==> src/rtl/quad_encoder_array.sv <==
// ============================================================================
// quad_encoder_array
// ----------------------------------------------------------------------------
// Multi-channel quadrature decoder for the wheel/odometry encoders. Each
// channel synchronises its A/B pins into clk, glitch-filters them, decodes
// x1/x2/x4 steps and accumulates a signed, saturating count over a fixed
// window of PERIOD clk cycles. At the end of every window it publishes
// pulse = clamp(OFFSET + count, 0, 2^W-1). Illegal transitions (A and B
// changing in the same filtered cycle) raise a sticky per-channel error flag.
//
// Ports
//   clk           in   1         system clock
//   tickReset     in   1         asynchronous, active-high reset
//   A, B          in   N_CH      encoder phases (asynchronous to clk)
//   mode          in   2         0: x1, 1: x2, 2/3: x4
//   err_clr       in   1         synchronous clear of all err bits
//   pulse         out  N_CH*W    channel c at [c*W +: W], last window result
//   sample_valid  out  1         one-cycle strobe, pulse updated this cycle
//   err           out  N_CH      sticky illegal-transition flags
// ============================================================================
module quad_encoder_array #(
    parameter int N_CH     = 2,
    parameter int W        = 32,
    parameter int PERIOD   = 50000,
    parameter int OFFSET   = 1023,
    parameter int FILT_LEN = 3
) (
    input  logic              clk,
    input  logic              tickReset,
    input  logic [N_CH-1:0]   A,
    input  logic [N_CH-1:0]   B,
    input  logic [1:0]        mode,
    input  logic              err_clr,
    output logic [N_CH*W-1:0] pulse,
    output logic              sample_valid,
    output logic [N_CH-1:0]   err
);

    localparam int CW = (PERIOD > 1) ? $clog2(PERIOD) : 1;
    localparam int FW = (FILT_LEN > 0) ? $clog2(FILT_LEN + 1) : 1;
    localparam logic [CW-1:0]  WIN_LAST   = CW'(PERIOD - 1);
    localparam logic [W+1:0]   OFFSET_X   = (W+2)'(OFFSET);
    localparam logic [W-1:0]   OFFSET_W   = W'(OFFSET);
    localparam logic [W-1:0]   ACC_MAX    = {1'b0, {(W-1){1'b1}}};
    localparam logic [W-1:0]   ACC_MIN    = {1'b1, {(W-1){1'b0}}};

    // Reset: asserts immediately, releases two clk edges after tickReset drops.
    logic [1:0] r_rst_sync;
    logic       w_rst;

    // Reset synchroniser: async assert, synchronous release.
    always_ff @(posedge clk or posedge tickReset) begin
        if (tickReset) begin
            r_rst_sync <= 2'b11;
        end else begin
            r_rst_sync <= {r_rst_sync[0], 1'b0};
        end
    end

    assign w_rst = r_rst_sync[1];

    // ------------------------------------------------------------------
    // Window counter shared by all channels
    // ------------------------------------------------------------------
    logic [CW-1:0] r_win_cnt;
    logic          r_sample_valid;
    logic          w_win_last;

    assign w_win_last = (r_win_cnt == WIN_LAST);

    // Window counter and the strobe that follows each window close.
    always_ff @(posedge clk or posedge w_rst) begin
        if (w_rst) begin
            r_win_cnt      <= '0;
            r_sample_valid <= 1'b0;
        end else begin
            if (w_win_last) begin
                r_win_cnt <= '0;
            end else begin
                r_win_cnt <= r_win_cnt + CW'(1);
            end
            r_sample_valid <= w_win_last;
        end
    end

    assign sample_valid = r_sample_valid;

    // ------------------------------------------------------------------
    // Per-channel datapath
    // ------------------------------------------------------------------
    for (genvar c = 0; c < N_CH; c++) begin : g_ch
        logic [1:0]   r_s1;        // {A,B} first sync stage
        logic [1:0]   r_s2;        // {A,B} second sync stage
        logic [1:0]   w_cur;       // filtered {A,B}
        logic [1:0]   r_prev;      // filtered {A,B} one cycle ago
        logic [W-1:0] r_acc;
        logic [W-1:0] r_pulse;
        logic         r_err;

        logic         w_fwd;
        logic         w_rev;
        logic         w_illegal;
        logic         w_count;
        logic [1:0]   w_step;      // two's complement -1/0/+1
        logic [W:0]   w_acc_sum;
        logic [W-1:0] w_acc_sat;
        logic [W+1:0] w_pulse_sum;
        logic [W-1:0] w_pulse_clamped;

        // Two-flop synchroniser for the asynchronous encoder pins.
        always_ff @(posedge clk or posedge w_rst) begin
            if (w_rst) begin
                r_s1 <= 2'b00;
                r_s2 <= 2'b00;
            end else begin
                r_s1 <= {A[c], B[c]};
                r_s2 <= r_s1;
            end
        end

        if (FILT_LEN == 0) begin : g_nofilt
            assign w_cur = r_s2;
        end else begin : g_filt
            for (genvar b = 0; b < 2; b++) begin : g_bit
                logic          r_filt;
                logic [FW-1:0] r_stab;

                // Accept a new level only after it has held FILT_LEN cycles;
                // any return to the accepted level restarts the count.
                always_ff @(posedge clk or posedge w_rst) begin
                    if (w_rst) begin
                        r_filt <= 1'b0;
                        r_stab <= '0;
                    end else if (r_s2[b] == r_filt) begin
                        r_filt <= r_filt;
                        r_stab <= '0;
                    end else if (r_stab == FW'(FILT_LEN - 1)) begin
                        r_filt <= r_s2[b];
                        r_stab <= '0;
                    end else begin
                        r_filt <= r_filt;
                        r_stab <= r_stab + FW'(1);
                    end
                end

                assign w_cur[b] = r_filt;
            end
        end

        // Step decode: direction from the AB transition, gated by mode.
        always_comb begin
            w_fwd   = 1'b0;
            w_rev   = 1'b0;
            w_count = 1'b0;
            w_step  = 2'b00;
            // forward cycle 00->10->11->01->00 ({A,B})
            case ({r_prev, w_cur})
                4'b0010, 4'b1011, 4'b1101, 4'b0100: w_fwd = 1'b1;
                4'b1000, 4'b1110, 4'b0111, 4'b0001: w_rev = 1'b1;
                default: begin
                    w_fwd = 1'b0;
                    w_rev = 1'b0;
                end
            endcase
            case (mode)
                2'd0:    w_count = ~r_prev[1] & w_cur[1];   // A rise only
                2'd1:    w_count = r_prev[1] ^ w_cur[1];    // any A edge
                default: w_count = 1'b1;                    // every edge
            endcase
            if (w_count && w_fwd) begin
                w_step = 2'b01;
            end else if (w_count && w_rev) begin
                w_step = 2'b11;
            end else begin
                w_step = 2'b00;
            end
        end

        assign w_illegal = ((r_prev ^ w_cur) == 2'b11);

        // Saturating accumulate and the clamped window result.
        always_comb begin
            w_acc_sum   = {r_acc[W-1], r_acc} + {{(W-1){w_step[1]}}, w_step};
            w_acc_sat   = w_acc_sum[W-1:0];
            w_pulse_sum = OFFSET_X + {{2{r_acc[W-1]}}, r_acc}
                        + {{W{w_step[1]}}, w_step};
            w_pulse_clamped = w_pulse_sum[W-1:0];
            // top two bits disagree -> the signed sum left the W-bit range
            if (w_acc_sum[W] != w_acc_sum[W-1]) begin
                w_acc_sat = w_acc_sum[W] ? ACC_MIN : ACC_MAX;
            end else begin
                w_acc_sat = w_acc_sum[W-1:0];
            end
            if (w_pulse_sum[W+1]) begin
                w_pulse_clamped = '0;
            end else if (w_pulse_sum[W]) begin
                w_pulse_clamped = {W{1'b1}};
            end else begin
                w_pulse_clamped = w_pulse_sum[W-1:0];
            end
        end

        // Accumulator, published result and previous-AB history.
        always_ff @(posedge clk or posedge w_rst) begin
            if (w_rst) begin
                r_prev  <= 2'b00;
                r_acc   <= '0;
                r_pulse <= OFFSET_W;
            end else begin
                r_prev <= w_cur;
                if (w_win_last) begin
                    r_acc   <= '0;
                    r_pulse <= w_pulse_clamped;
                end else begin
                    r_acc   <= w_acc_sat;
                    r_pulse <= r_pulse;
                end
            end
        end

        // Sticky error flag; a new illegal event beats a same-cycle clear.
        always_ff @(posedge clk or posedge w_rst) begin
            if (w_rst) begin
                r_err <= 1'b0;
            end else if (w_illegal) begin
                r_err <= 1'b1;
            end else if (err_clr) begin
                r_err <= 1'b0;
            end else begin
                r_err <= r_err;
            end
        end

        assign pulse[c*W +: W] = r_pulse;
        assign err[c]          = r_err;
    end

endmodule

==> config.mk <==
export PLATFORM = sky130hd
export DESIGN_NAME = quad_encoder_array
export DESIGN_NICKNAME = d
export VERILOG_FILES = /design/src/rtl/quad_encoder_array.sv
export SDC_FILE = /design/constraint.sdc
export NUM_CORES = 1
export LEC_CHECK = 0
export ABC_AREA = 1
export BUFFER_PORTS_ARGS = -buffer_cell sky130_fd_sc_hd__buf_2
export CORE_ASPECT_RATIO = 1.5
export CORE_MARGIN = 2
export CORE_UTILIZATION = 69
export CTS_CLUSTER_SIZE = 28
export DETAILED_ROUTE_END_ITERATION = 6
export GPL_TIMING_DRIVEN = 0
export HOLD_SLACK_MARGIN = 0.1
export MAX_ROUTING_LAYER = met4
export PLACE_DENSITY = 0.95
export SYNTH_ARGS = -nofsm -noshare
export SYNTH_HDL_FRONTEND = slang
export SYNTH_SLANG_ARGS = --single-unit
==> constraint.sdc <==
create_clock -name clk -period 9 [get_ports clk]
set_clock_uncertainty 0.05 [all_clocks]
set_input_delay 0.45 -clock clk [delete_from_list [all_inputs] [get_ports clk]]
set_output_delay 0.45 -clock clk [all_outputs]
set_load 0.1 [all_outputs]
==> out/metrics.yaml <==
place:
  dp.final_hpwl_um: 41500
  place_area_sq_mm: 0.0180
  io_buffer_count: 75
  dp_cells: 3034
  gp_congestion: 1.09
timing:
  slew_violations: 0
  finalHoldViolations: 0
  hold-worst-slack_ps: 161
  setup_viol: 0
  max_slew_margin_pct: 35.7
  fmax_ghz: 0.194
  worstMarginPinSlew_ps: 963
  period_share_pct: 57.3
  finalCriticalPeriod_ps: 5160
  rsz0062_at_grt: "false"
  setup_tns_ps: 0
logic_synthesis:
  synth_edf_count: 0
  synth_cell_types: 42
  synthArstFlopShare_pct: 100
  synth_ff_type: "dfrtp_1"
  seq_area_frac_synth_pct: 25.4
  postSynthAreaPerCell_sq_um: 6.51
  syn_area_sq_mm: 0.0171
  synth_cells: 2632
  synth_nets: 2839
  yosys_warnings: 0
  synth_seq_cells: 173
cts:
  cts_tree: "yes"
  clock_sink_count: 173
  clockRootBuffer: "clkbuf_16"
  post_cts_buffers: 0
  clk_latency_ps: 460
  clk_pin_slew_ps: 80
  clk_path_buf_depth: 2
  numCtsBuffers: 17
  cts-htree-levels: 4
floorplanning:
  row_count: 70
  initial_utilization_pct: 70.1
  die_w_um: 133
  pin_count: 76
  die_h_um: 197
  die_area_sq_mm: 0.0261
  core_area_sq_mm: 0.0244
run_status:
  violations: "DRC"
  status: "complete, but fails checks"
critical_path:
  worst_path_largest_cell_delay_ps: 550
  required_ps: 9350
  cpMostUsedCell: "nand2_1"
  arrival_ps: 5510
  crit_path_start_kind: "flop"
  slowest_stage: "inv_1"
  critPathKind: "reg -> reg"
  crit_chain: "ha_1, nand3_1, o21ai_0, nor2_4, inv_1, ha_1, inv_1, ha_1, fa_1, nand2_1, nand3_1, nand3_1, nand2_1, nand2_1, nand3_2, nand2_1, nand3_1, a21oi_4, buf_4, nand2_1, nand2_1"
  path_max_fanout: 19
  endpoint_kind: "flop"
flow_run:
  maxCapViolCount: 0
global_route:
  grt_pass1_wl_um: 86500
  grt_max_degree: 114
  antenna_found_initial: 0
  grt_pass1_vias: 18109
  gr-total-overflow: 0
  track_usage_pct: 43.5
detailed_routing:
  drtIter0Drc: 1309
  post_drt_wl_per_cell_um: 17.5
  viasPerCell: 5.68
  vias: 17455
  antenna_left: 0
  drcViolationCount: 2
  wl_um: 53900
  first_pass_iters: 7
min_path:
  worstHoldPathType: "in -> reg"
cells_and_area:
  syn_to_final_growth_pct: 8.85
  layout_commonest_cell: "nand2_1"
  final_area_sq_mm: 0.0186
  mostFrequentLayoutCells: "nand2_1 (984), inv_1 (459), nor2_1 (181), nand3_1 (156), ha_1 (156)"
  instances_no_fill: 3071
  n_antenna_cell: 0
  nets: 2941
  drive_gt1_share_pct: 7.54
## flip-flops by register name, summed over array words and instances (netlist names), 4 cells and up
name                      flops
g_ch.r_s1                     4
g_ch.r_prev                   4
g_ch.g_filt.g_bit.r_stab      8
g_ch.r_s2                     4
g_ch.g_filt.g_bit.r_filt      4
g_ch.r_acc                   64
g_ch.r_pulse                 64
r_win_cnt                    16
## final cells by class
type                       count  area [sq um]
clock buffer                  17           425
timing repair buffer          83           493
sequential                   173          4360
multi-input combinational   1951         10700
buffer                        40           290
inverter                     468          1760
tap                          324           405
fill                        1848          5790
clock inverter                15           169
## cell usage after synthesis, types with 3 or more instances
library cell    n  area, sq um
nand2_1       984         3690
inv_1         460         1730
nor2_1        183          687
ha_1          156         1950
nand3_1       156          781
dfrtp_1       151         3780
a21oi_1       102          510
o21ai_0        66          330
fa_1           42          841
xor2_1         40          350
xnor2_1        39          342
nor3_1         36          180
nand3b_1       27          203
dfstp_2        22          578
nand4_1        21          131
o21bai_1       16          120
nand2_2        15         93.8
buf_4          12         90.1
buf_6          11          124
buf_2          10         50.1
nor4_1         10         62.6
o21a_1         10         75.1
inv_2           8         30.0
a21boi_0        6         45.0
clkbuf_1        6         22.5
nor2_2          6         37.5
a21o_1          4         30.0
and2_1          4         25.0
mux2i_1         4         40.0
o211ai_1        4         30.0
and3_1          3         18.8
nand3_2         3         30.0
## critical path: cells and delay by family (launching register included)
kind            cells  cell delay, ps
compound gates      2             500
fa+ha+maj           4            1560
buf+inv             3             860
flops               1             500
simple gates       12            1630
## timing repair
item,CTS,global route
hold buffers,5,0
resized for setup,0,0
setup endpoints to repair,0,0
hold endpoints to repair,6,0
## path summary, 6_finish.rpt
check / start / endpoint / slack, ps / depth (start not counted)
worst max-delay path: g_ch[0].g_filt.g_bit[1].r_filt$_DFFE_PP0P_ / g_ch[0].r_pulse[12]$_DFFE_PP0P_ / 3840 / 21
worst min-delay path: err_clr / g_ch[1].r_err$_DFFE_PP0P_ / 160 / 2
worst max register to register: g_ch[0].g_filt.g_bit[1].r_filt$_DFFE_PP0P_ / g_ch[0].r_pulse[12]$_DFFE_PP0P_ / 3840 / 21
worst min register to register: r_rst_sync[1]$_DFF_PP1_ / g_ch[1].r_pulse[10]$_DFFE_PP0P_ / 230 / 1
max in group asynchronous: r_rst_sync[1]$_DFF_PP1_ / g_ch[0].r_pulse[29]$_DFFE_PP0P_ / 7720 / 2
min in group asynchronous: r_rst_sync[1]$_DFF_PP1_ / g_ch[1].r_pulse[10]$_DFFE_PP0P_ / 230 / 1
## metrics by stage
step	setup slack, ps	utilization [%]
final	3840	76.3
after detailed placement	3990	73.7
after floorplan	2150	-
after CTS	3950	76.3
after global routing	3490	76.3
after global placement	378	73.3
## layer usage
layer  wire length [um]  vias to the layer above  track usage, %
li1                   -                     8303               -
met1              17200                     7908            38.7
met2              27800                      899            78.9
met3               3100                      345            6.17
met4               5760                        0            39.6
met5                  0                        -               -
## cell families after synthesis
logic type | synth area share (%)
other cells | 0.0219
buf+inv | 12.0
compound gates | 6.92
simple gates | 35.1
mux | 0.234
flops | 25.4
fa+ha+maj | 16.3
xor+xnor | 4.04
Power is not shown: default switching activity piles up to over one toggle a cycle in this logic, so the estimate is an artifact.
